===== config.mk =====
export PLATFORM = sky130hd
export DESIGN_NAME = writeback_arbiter
export DESIGN_NICKNAME = d
export VERILOG_FILES = /design/src/rtl/rv_pkg.sv /design/src/rtl/wb_fifo.sv /design/src/rtl/writeback_arbiter.sv
export SDC_FILE = /design/constraint.sdc
export NUM_CORES = 1
export LEC_CHECK = 0
export BUFFER_PORTS_ARGS = -buffer_cell sky130_fd_sc_hd__buf_2
export CELL_PAD_IN_SITES_DETAIL_PLACEMENT = 0
export CELL_PAD_IN_SITES_GLOBAL_PLACEMENT = 1
export CORE_ASPECT_RATIO = 1.25
export CORE_UTILIZATION = 42
export CTS_CLUSTER_DIAMETER = 200
export DETAILED_ROUTE_END_ITERATION = 10
export GPL_TIMING_DRIVEN = 0
export PLACE_DENSITY_LB_ADDON = 0.1
export SLEW_MARGIN = 20
export SYNTH_ARGS = -nofsm -noshare
export SYNTH_HDL_FRONTEND = slang
export SYNTH_SLANG_ARGS = --single-unit

===== constraint.sdc =====
create_clock -name clk -period 2.4 [get_ports clk]
set_input_delay 0.12 -clock clk [delete_from_list [all_inputs] [get_ports clk]]
set_output_delay 0.12 -clock clk [all_outputs]
set_load 0.02 [all_outputs]

===== src/rtl/rv_pkg.sv =====
// Shared register-file definitions used by the writeback path.
package rv_pkg;

  localparam int REG_ADDR_W = 5;
  localparam int XLEN       = 32;
  localparam logic [REG_ADDR_W-1:0] REG_ZERO = 5'd0;

  typedef struct packed {
    logic [REG_ADDR_W-1:0] rd;
    logic [XLEN-1:0]       data;
  } wb_entry_t;

endpackage


===== src/rtl/wb_fifo.sv =====
// Small synchronous FIFO that buffers load results until the write port is free.
module wb_fifo
  import rv_pkg::*;
#(
  parameter int DEPTH = 4
) (
  input  logic                     clk,
  input  logic                     reset,
  input  logic                     push,
  input  wb_entry_t                push_entry,
  input  logic                     pop,
  output wb_entry_t                pop_entry,
  output logic                     full,
  output logic                     empty,
  output logic [$clog2(DEPTH):0]   count
);

  localparam int PTR_W = $clog2(DEPTH);
  localparam int CNT_W = PTR_W + 1;

  wb_entry_t        mem [DEPTH];
  logic [PTR_W-1:0] wr_ptr;
  logic [PTR_W-1:0] rd_ptr;
  logic             do_push;
  logic             do_pop;

  assign full      = (count == CNT_W'(DEPTH));
  assign empty     = (count == '0);
  assign do_push   = push && !full;
  assign do_pop    = pop && !empty;
  assign pop_entry = mem[rd_ptr];

  // NOTE: storage is left unreset on purpose; the pointers and count define validity,
  // so clearing the array would only add reset fan-out for no functional gain.
  always_ff @(posedge clk) begin
    if (do_push) begin
      mem[wr_ptr] <= push_entry;
    end
  end

  // Pointers wrap naturally because DEPTH is a power of two.
  always_ff @(posedge clk) begin
    if (reset) begin
      wr_ptr <= '0;
      rd_ptr <= '0;
      count  <= '0;
    end else begin
      if (do_push) wr_ptr <= wr_ptr + 1'b1;
      if (do_pop)  rd_ptr <= rd_ptr + 1'b1;
      case ({do_push, do_pop})
        2'b10:   count <= count + 1'b1;
        2'b01:   count <= count - 1'b1;
        default: count <= count;
      endcase
    end
  end

endmodule


===== src/rtl/writeback_arbiter.sv =====
// Register-file write port arbiter: ALU results win, load results drain from a FIFO,
// and a pending-write scoreboard lets decode stall on outstanding destinations.
module writeback_arbiter
  import rv_pkg::*;
#(
  parameter int DEPTH  = 4,
  parameter int ADDR_W = REG_ADDR_W,
  parameter int DATA_W = XLEN
) (
  input  logic                   clk,
  input  logic                   reset,
  input  logic                   alu_valid,
  input  logic [ADDR_W-1:0]      alu_rd,
  input  logic [DATA_W-1:0]      alu_data,
  input  logic                   ld_valid,
  output logic                   ld_ready,
  input  logic [ADDR_W-1:0]      ld_rd,
  input  logic [DATA_W-1:0]      ld_data,
  input  logic                   iss_valid,
  input  logic [ADDR_W-1:0]      iss_rd,
  input  logic [ADDR_W-1:0]      rs1,
  input  logic [ADDR_W-1:0]      rs2,
  output logic                   rs1_busy,
  output logic                   rs2_busy,
  output logic                   wb_we,
  output logic [ADDR_W-1:0]      wb_addr,
  output logic [DATA_W-1:0]      wb_data,
  output logic [$clog2(DEPTH):0] ld_count
);

  localparam int NREGS = 2 ** ADDR_W;

  wb_entry_t         ld_entry;
  wb_entry_t         head;
  logic              fifo_full;
  logic              fifo_empty;
  logic              pop;
  logic              sel_valid;
  logic [ADDR_W-1:0] sel_rd;
  logic [DATA_W-1:0] sel_data;
  logic [NREGS-1:0]  pending;
  logic [NREGS-1:0]  pending_nxt;

  assign ld_entry = '{rd: ld_rd, data: ld_data};
  assign ld_ready = !fifo_full;

  wb_fifo #(.DEPTH(DEPTH)) u_fifo (
    .clk        (clk),
    .reset      (reset),
    .push       (ld_valid && ld_ready),
    .push_entry (ld_entry),
    .pop        (pop),
    .pop_entry  (head),
    .full       (fifo_full),
    .empty      (fifo_empty),
    .count      (ld_count)
  );

  // NOTE: every signal driven here gets a default first, so no path can infer a latch.
  always_comb begin
    sel_valid = 1'b0;
    sel_rd    = REG_ZERO;
    sel_data  = '0;
    pop       = 1'b0;
    if (alu_valid) begin
      sel_valid = 1'b1;
      sel_rd    = alu_rd;
      sel_data  = alu_data;
    end else if (!fifo_empty) begin
      pop       = 1'b1;
      sel_valid = 1'b1;
      sel_rd    = head.rd;
      sel_data  = head.data;
    end
  end

  // A selected x0 write still consumes its slot but never asserts the enable.
  always_ff @(posedge clk) begin
    if (reset) begin
      wb_we   <= 1'b0;
      wb_addr <= '0;
      wb_data <= '0;
    end else begin
      wb_we <= sel_valid && (sel_rd != REG_ZERO);
      if (sel_valid) begin
        wb_addr <= sel_rd;
        wb_data <= sel_data;
      end
    end
  end

  // Set is applied after clear so a newer issue to the same rd keeps it pending.
  always_comb begin
    pending_nxt = pending;
    if (wb_we) pending_nxt[wb_addr] = 1'b0;
    if (iss_valid && (iss_rd != REG_ZERO)) pending_nxt[iss_rd] = 1'b1;
    pending_nxt[0] = 1'b0;
  end

  always_ff @(posedge clk) begin
    if (reset) pending <= '0;
    else       pending <= pending_nxt;
  end

  assign rs1_busy = pending[rs1];
  assign rs2_busy = pending[rs2];

endmodule


==> parameters.txt, run 1 <==
Parameter                              Value

Run status
  Run status ... finished, final reports clean

Yosys
  Synth Warn # ... 0
  Count of different cell masters after synthesis ... 35
  Count of state elements after synthesis ... 226
  Synthesized area ... about 0.0092 sq mm
  Post-synth EDFFs ... between 100 and 150
  Syn nets ... roughly 770
  Post-Syn Instances ... ~670
  Asr flop ratio synth ... 0%
  Portion of the post-synthesis area used by sequential elements ... approximately two thirds
  Most used DFF post-synth ... sky130_fd_sc_hd__edfxtp_1
  Average instance area after synthesis ... roughly 14 sq um

Setup path
  Critical Path End Type ... register
  Top cell by count, worst path ... sky130_fd_sc_hd__inv_1
  Crit path max fanout ... 6
  CP max stage cell ... sky130_fd_sc_hd__or3b_4
  Cell chain of the critical path ... or3b_4, and2_4, inv_1, ha_2, inv_1, fa_1, xor2_1, or3_1, a21oi_1
  Critical Path RT ... around 2.8 ns
  Sort of element at the start of the critical path ... register
  Worst EP arrival ... between 2 and 3 ns
  Worst path buffer plus inverter count ... 2
  Path length in cells of the critical path ... 9
  Register-to-register setup slack ... 0.10 ns
  Category of the critical setup timing path ... reg2reg
  Cell family with the largest share of critical-path delay ... simple AND/OR/NAND/NOR gates
  Depth of the most critical reg-to-reg path ... 9
  Stage delay of the slowest cell on the critical path ... around 0.43 ns

Floorplan
  Chip Width ... between 100 and 150 um
  Number of rows created at floorplan ... 60
  Die area ... about 0.023 sq mm
  Area of the core ... roughly 0.022 sq mm
  Initial cell density of the core ... between 40% and 50%
  Die Span Y ... 168 um
  IO Count ... about 140

Place
  Placed wire-length estimate ... 15.4 mm
  Port Buf Inserts ... about 130
  Routability congestion estimate ... between 0.7 and 0.8

Power
  Switching Fraction ... between 20% and 30%
  Portion of total power attributed to combinational logic ... about 25%
  Static leakage ... around 4.4 nW
  Total Power ... 11.1 mW
  Power density relative to cell area ... around 930 mW/mm^2
  Worst-case vdd ir drop ... 0.800 mV
  Power share of the clock group ... about a third
  Design internal power ... 7.83 mW
  Part of the total power dissipated in sequential elements ... a little over two fifths
  Psw ... 3.22 mW

Hold path
  Cell depth of the worst min-delay path ... 4
  Worst hold path type ... in2reg

Global route
  Total gr overflow ... 0
  Wire length of the first global-routing pass ... 35.2 mm
  Maximum number of pins on one net before global-route repair ... 23
  Via count of the first global-routing pass ... ~6600
  Global-route usage over all layers ... between 20% and 30%
  Initial antenna violation count ... 0

STA
  Fmax achieved ... between 400 and 500 MHz
  Setup tns final ... 0 ns
  Count of pins over their slew limit ... 0
  Number of hold-slack violations in the final timing report ... 0
  Remaining max-slew budget at the tightest pin ... around 45%
  Share of the clock period used by the worst path ... a little over nine tenths
  Time the worst path needs with I/O delays and setup ... 2.30 ns
  Worst setup skew after layout ... roughly 0.011 ns
  Total setup violations reported at the end of the flow ... 0
  Transition time at the pin with the least slew margin ... 0.826 ns

Clock tree
  TritonCTS clock tree ... built
  Clock-pin slew on the worst setup and hold paths ... around 0.06 ns
  Root cell of the clock tree ... sky130_fd_sc_hd__clkbuf_16
  Buffers from clock root to sink, at most ... 3
  Number of sinks driven by the clock tree ... around 230
  TritonCTS buffer count ... 23
  Number of post-CTS setup repair buffers ... 0
  H-tree lvl count ... 1
  Clock latency on the worst-skew pair ... about 0.50 ns

Drt
  Violation count after the first detailed-route iteration ... 388
  Drt pass-1 iters ... 5
  Avg WL per Cell ... 19.1 um
  Number of nets with antenna violations after detailed routing ... 0
  Number of vias in the routed layout ... 6380
  Drt drc ... 0
  Drt total wl ... roughly 23 mm
  Detail-routed via count per cell ... roughly 5.3

Layout
  Fin nets ... 999
  Layout overhead on the synthesized area ... 28.1%
  Commonest cells after routing, fill and taps aside ... sky130_fd_sc_hd__edfxtp_1, sky130_fd_sc_hd__buf_2, sky130_fd_sc_hd__nand2_1
  Layout cell share with drive strength beyond 1 ... 27.0%
  Number of antenna diodes ... 0
  Area taken by flip-flops and latches ... about 0.0060 sq mm
  Area of combinational cells with multiple inputs ... between 0.002 and 0.003 sq mm
  Count of filler cells inserted in the layout ... ~1800
  Most frequent standard cell in the layout excluding fill and tap cells ... sky130_fd_sc_hd__edfxtp_1

Flow run
  Maximum capacitance violations ... 0
registers in the layout (all words and copies together) (netlist names), named ones only:
signal and cells:
wb_we 1, u_fifo.mem 148, pending 31, u_fifo.count 3, wb_data 32, wb_addr 5
u_fifo.wr_ptr 2, u_fifo.rd_ptr 2
per-layer routing:
layer  up-vias  track usage [%]  wire length, um
li1       2992                -                -
met3        38             2.54             1040
met2       171             36.8            11900
met4         0             6.60              470
met5         -                0                0
met1      3179             25.5             9400
path summary, 6_finish.rpt:
kind,startpoint,end
setup reg to reg,u_fifo.count[0],u_fifo.count[2]
hold / removal,iss_rd[1],pending[12]
hold reg to reg,pending[13],pending[13]
setup / recovery,u_fifo.count[0],u_fifo.count[2]
stage by stage:
step | area, sq um | hold slack [ns] | std cells | util [%] | worst slack, ns
4_1_cts | 11800 | 0.0308 | 1194 | 54.8 | 0.0227
3_3_place_gp | 10200 | 0.329 | 1075 | 47.5 | -0.315
2_1_floorplan | 9230 | 0.219 | 665 | - | 0.0322
5_1_grt | 11800 | 0.0179 | 1194 | 54.9 | -0.0138
6_report | 11800 | 0.00609 | 1194 | 54.9 | 0.101
3_5_place_dp | 10300 | 0.338 | 1079 | 47.9 | -0.175
cells in the mapped netlist, types with 2 or more instances:
library cell / count / share of area, %
sky130_fd_sc_hd__a21oi_1: 74 / 4.0
sky130_fd_sc_hd__a221oi_1: 37 / 3.5
sky130_fd_sc_hd__a311oi_1: 2 / 0.19
sky130_fd_sc_hd__and3_1: 8 / 0.54
sky130_fd_sc_hd__and3b_1: 5 / 0.47
sky130_fd_sc_hd__buf_1: 3 / 0.12
sky130_fd_sc_hd__buf_2: 8 / 0.43
sky130_fd_sc_hd__clkbuf_1: 30 / 1.2
sky130_fd_sc_hd__dfxtp_1: 78 / 17
sky130_fd_sc_hd__edfxtp_1: 148 / 48
sky130_fd_sc_hd__ha_1: 5 / 0.68
sky130_fd_sc_hd__inv_1: 45 / 1.8
sky130_fd_sc_hd__mux2_2: 4 / 0.49
sky130_fd_sc_hd__mux2i_1: 2 / 0.22
sky130_fd_sc_hd__mux4_2: 51 / 12
sky130_fd_sc_hd__nand2_1: 78 / 3.2
sky130_fd_sc_hd__nand3_1: 2 / 0.11
sky130_fd_sc_hd__nand3b_1: 5 / 0.41
sky130_fd_sc_hd__nor2_1: 14 / 0.57
sky130_fd_sc_hd__nor3_1: 4 / 0.22
sky130_fd_sc_hd__nor3b_1: 7 / 0.57
sky130_fd_sc_hd__o211ai_1: 2 / 0.16
sky130_fd_sc_hd__o21ai_0: 33 / 1.8
sky130_fd_sc_hd__or3_1: 5 / 0.34
sky130_fd_sc_hd__or3b_2: 2 / 0.19
sky130_fd_sc_hd__xnor2_1: 3 / 0.28
sky130_fd_sc_hd__xor2_1: 2 / 0.19
tightest hold or removal path, delay by kind of cell:
kind | cells | cell delay [ns]
compound gates | 1 | 0.05
buf+inv | 1 | 0.11
simple gates | 2 | 0.17
kinds of logic (layout without fill, tap and decap cells):
family | Yosys count | in the layout | synth area share [%]
AOI/OAI and AO/OA | 149 | 149 | 9.72
adders and majority gates | 6 | 6 | 0.895
xor gates and xnor gates | 5 | 5 | 0.475
buffers and inverters | 88 | 338 | 3.78
muxes | 57 | 57 | 13.2
and+or+nand+nor | 134 | 134 | 6.90
DFF | 226 | 226 | 65.1
repair_timing:
| action | in CTS | in global routing |
|---|---|---|
| setup endpoints to repair | 2 | 1 |
| gates resized for setup | 2 | 6 |
| hold buffers | 74 | 0 |
| hold endpoints to repair | 186 | 0 |
power by group through the flow:
stage,Combinational [mW],Clock [mW],Sequential [mW]
after CTS,2.82,3.57,4.79
after detailed placement,2.71,0,4.87
final,2.76,3.49,4.79
after global routing,3.02,3.70,4.83
after floorplan,1.63,0,5.02
after global placement,2.63,0,4.86
area by class of cell:
type	count	share of cell area [%]
Sequential cell	226	50.9
Multi-Input combinational cell	351	24.6
Timing Repair Buffer	209	12.5
Clock buffer	34	5.47
Tap cell	279	2.95
Buffer	43	1.52
Inverter	45	1.43
Clock inverter	7	0.709
(Power assumes the default switching activity.)
==> inputs of run 2 (changes only) <==
- PLACE_DENSITY_LB_ADDON: 0.1 -> 0.15
==> run 2 against run 1 <==
Net effect:
- sequential share of layout area decreased by 0.83 points
- the flow now finishes with violations (hold timing)
- core utilization rose by 0.91 points
- clock skew is essentially flat
==> parameters.txt, run 2 (synthesis gave the netlist of run 1 again) <==
Parameter                              Value

Run status
  Run status ... finished with violations (was finished, final reports clean)
  Violated checks ... hold timing

Clock tree
  Number of sinks driven by the clock tree ... 226 (unchanged)
  Root cell of the clock tree ... sky130_fd_sc_hd__clkbuf_16 (unchanged)
  Buffers from clock root to sink, at most ... 3 (unchanged)
  Clock latency on the worst-skew pair ... 0.52 ns (was 0.50 ns)
  TritonCTS clock tree ... built (unchanged)
  Clock-pin slew on the worst setup and hold paths ... 0.06 ns (about the same)
  H-tree lvl count ... 1 (unchanged)
  TritonCTS buffer count ... 24 (was 23)

Place
  Area after detailed placement ... 0.0103 sq mm (unchanged)
  Port Buf Inserts ... 131 (unchanged)
  Placed wire-length estimate ... 15.5 mm (was 15.4 mm)
  Routability congestion estimate ... 0.801 (was 0.788)

Drt
  Drt total wl ... 23.2 mm (was 22.8 mm)
  Number of vias in the routed layout ... 6500 (was 6380)
  Drt drc ... 0 (unchanged)
  Violation count after the first detailed-route iteration ... 418 (was 388)
  Detail-routed via count per cell ... 5.43 (was 5.34)
  Avg WL per Cell ... 19.4 um (was 19.1 um)
  Drt pass-1 iters ... 5 (unchanged)
  Number of nets with antenna violations after detailed routing ... 0 (unchanged)

Power
  Worst-case vdd ir drop ... 0.694 mV (was 0.800 mV)
  Static leakage ... 4.45 nW (was 4.36 nW)
  Power density relative to cell area ... 983 mW/mm^2 (was 935 mW/mm^2)
  Total Power ... 11.8 mW (was 11.1 mW)

Layout
  Final core utilization ... 55.8% (was 54.9%)
  Post-route cell area ... 0.0120 sq mm (was 0.0118 sq mm)
  Commonest cells after routing, fill and taps aside ... sky130_fd_sc_hd__edfxtp_1, sky130_fd_sc_hd__buf_2, sky130_fd_sc_hd__nand2_1 (unchanged)
  Number of flip-flops in the largest register ... 148 (unchanged)
  Number of antenna diodes ... 0 (unchanged)
  Registers with the highest flip-flop counts ... u_fifo.mem x148, wb_data x32, pending x31 (unchanged)
  Most frequent standard cell in the layout excluding fill and tap cells ... sky130_fd_sc_hd__edfxtp_1 (unchanged)
  Layout overhead on the synthesized area ... 30.2% (was 28.1%)
  Most flops, register ... u_fifo.mem (unchanged)
  Fin nets ... 1001 (was 999)
  Layout cell share with drive strength beyond 1 ... 27.6% (was 27.0%)

Setup path
  Crit path max fanout ... 6 (unchanged)
  Critical Path End Type ... register (unchanged)
  Worst EP arrival ... 2.78 ns (was 2.72 ns)
  Sort of element at the start of the critical path ... register (unchanged)
  Top cell by count, worst path ... sky130_fd_sc_hd__inv_1 (unchanged)
  Cell chain of the critical path ... or3b_4, and2_4, inv_1, ha_2, inv_1, fa_1, xor2_1, or3_1, a21oi_1 (unchanged)
  CP max stage cell ... sky130_fd_sc_hd__or3b_4 (unchanged)
  Category of the critical setup timing path ... reg2reg (unchanged)
  Worst path buffer plus inverter count ... 2 (unchanged)
  Cell family with the largest share of critical-path delay ... simple AND/OR/NAND/NOR gates (unchanged)
  Stage delay of the slowest cell on the critical path ... 0.41 ns (was 0.43 ns)
  Critical Path RT ... 2.84 ns (was 2.82 ns)

STA
  Share of the clock period used by the worst path ... 97.5% (was 95.8%)
  Time the worst path needs with I/O delays and setup ... 2.34 ns (was 2.30 ns)
  Number of hold-slack violations in the final timing report ... 5 (was 0)
  Worst hold slack after final layout ... -0.0125 ns (was 0.00609 ns)
  Remaining max-slew budget at the tightest pin ... 48.7% (was 44.8%)
  Worst setup skew after layout ... 0.0103 ns (was 0.0106 ns)
  Total setup violations reported at the end of the flow ... 0 (unchanged)
  Count of pins over their slew limit ... 0 (unchanged)
  Transition time at the pin with the least slew margin ... 0.767 ns (was 0.826 ns)
  Fmax achieved ... 427 MHz (was 435 MHz)

Global route
  Via count of the first global-routing pass ... 6854 (was 6584)
  Initial antenna violation count ... 0 (unchanged)
  Maximum number of pins on one net before global-route repair ... 26 (was 23)
  Global-route usage over all layers ... 21.0% (was 20.5%)
  Total gr overflow ... 0 (unchanged)
  Wire length of the first global-routing pass ... 36.2 mm (was 35.2 mm)

Floorplan
  IO Count ... 138 (unchanged)
  Area of the core ... 0.0215 sq mm (unchanged)
  Die area ... 0.0226 sq mm (unchanged)
  Chip Width ... 135 um (unchanged)
  Initial cell density of the core ... 42.8% (unchanged)
  Number of rows created at floorplan ... 60 (unchanged)
  Die Span Y ... 168 um (unchanged)

Flow run
  Maximum capacitance violations ... 0 (unchanged)

Hold path
  Worst hold path type ... in2reg (unchanged)
==> run 2: cell count changes in the layout (fill, tap and decap cells not counted), sizes merged <==
cell / previous run / this run
dlygate4sd3: 74 / 75
inv: 45 / 46
bufinv: 2 / 7
clkinv: 5 / 4
clkbuf: 65 / 62
clkinvlp: 0 / 1
==> run 2: repair_timing <==
item                       in CTS  in global routing
gates resized for setup         3                  5
hold buffers                   74                  1
buffers inserted                0                  0
setup endpoints to repair       2                  2
pin swaps                       0                  1
hold endpoints to repair      186                  1
cloned                          0                  0
==> run 2: layer usage <==
metal / track usage (%) / wire (um) / vias to the layer above
met2: 37.3 / 12100 / 218
met3: 3.15 / 1230 / 59
met5: 0 / 0 / -
li1: - / - / 2997
met4: 8.70 / 735 / 0
met1: 25.4 / 9160 / 3226
==> run 2: stage by stage <==
stage	setup slack (ns)	TNS, ns	std cells	hold WS (ns)
finish	0.0588	0	1198	-0.0125
global route	-0.0213	-0.0213	1198	0.00280
CTS	0.0219	0	1197	0.00779
detailed placement	-0.172	-0.307	1079	0.336
global placement	-0.340	-47.75	1075	0.330
floorplan	0.0322	0	665	0.219
==> run 2: worst min-delay path: stages <==
cell and delay, ns:
sky130_fd_sc_hd__buf_2 0.11, sky130_fd_sc_hd__nor3b_2 0.10, sky130_fd_sc_hd__nand2_1 0.07, sky130_fd_sc_hd__a21oi_1 0.05
==> run 2: area by class of cell <==
type / instances / area, sq um
tap: 279 / 349
clock inverter: 13 / 248
sequential: 226 / 6010
multi-input combinational: 351 / 2900
inverter: 45 / 169
fill: 1745 / 9530
timing repair buffer: 210 / 1490
buffer: 43 / 180
clock buffer: 31 / 668
==> run 2: worst paths after layout <==
path,startpoint,end,slack (ns),cells after the start
max,u_fifo.count[2],u_fifo.count[2],0.06,9
min,iss_rd[1],pending[16],-0.01,4
max reg2reg,u_fifo.count[2],u_fifo.count[2],0.06,9
min reg2reg,pending[13],pending[13],0.49,2
==> run 2: power breakdown <==
part	total, mW	switching (mW)	internal [mW]
registers	4.79	0.182	4.61
logic	2.79	1.64	1.15
clock network	4.23	1.51	2.72
total	11.8	3.34	8.48
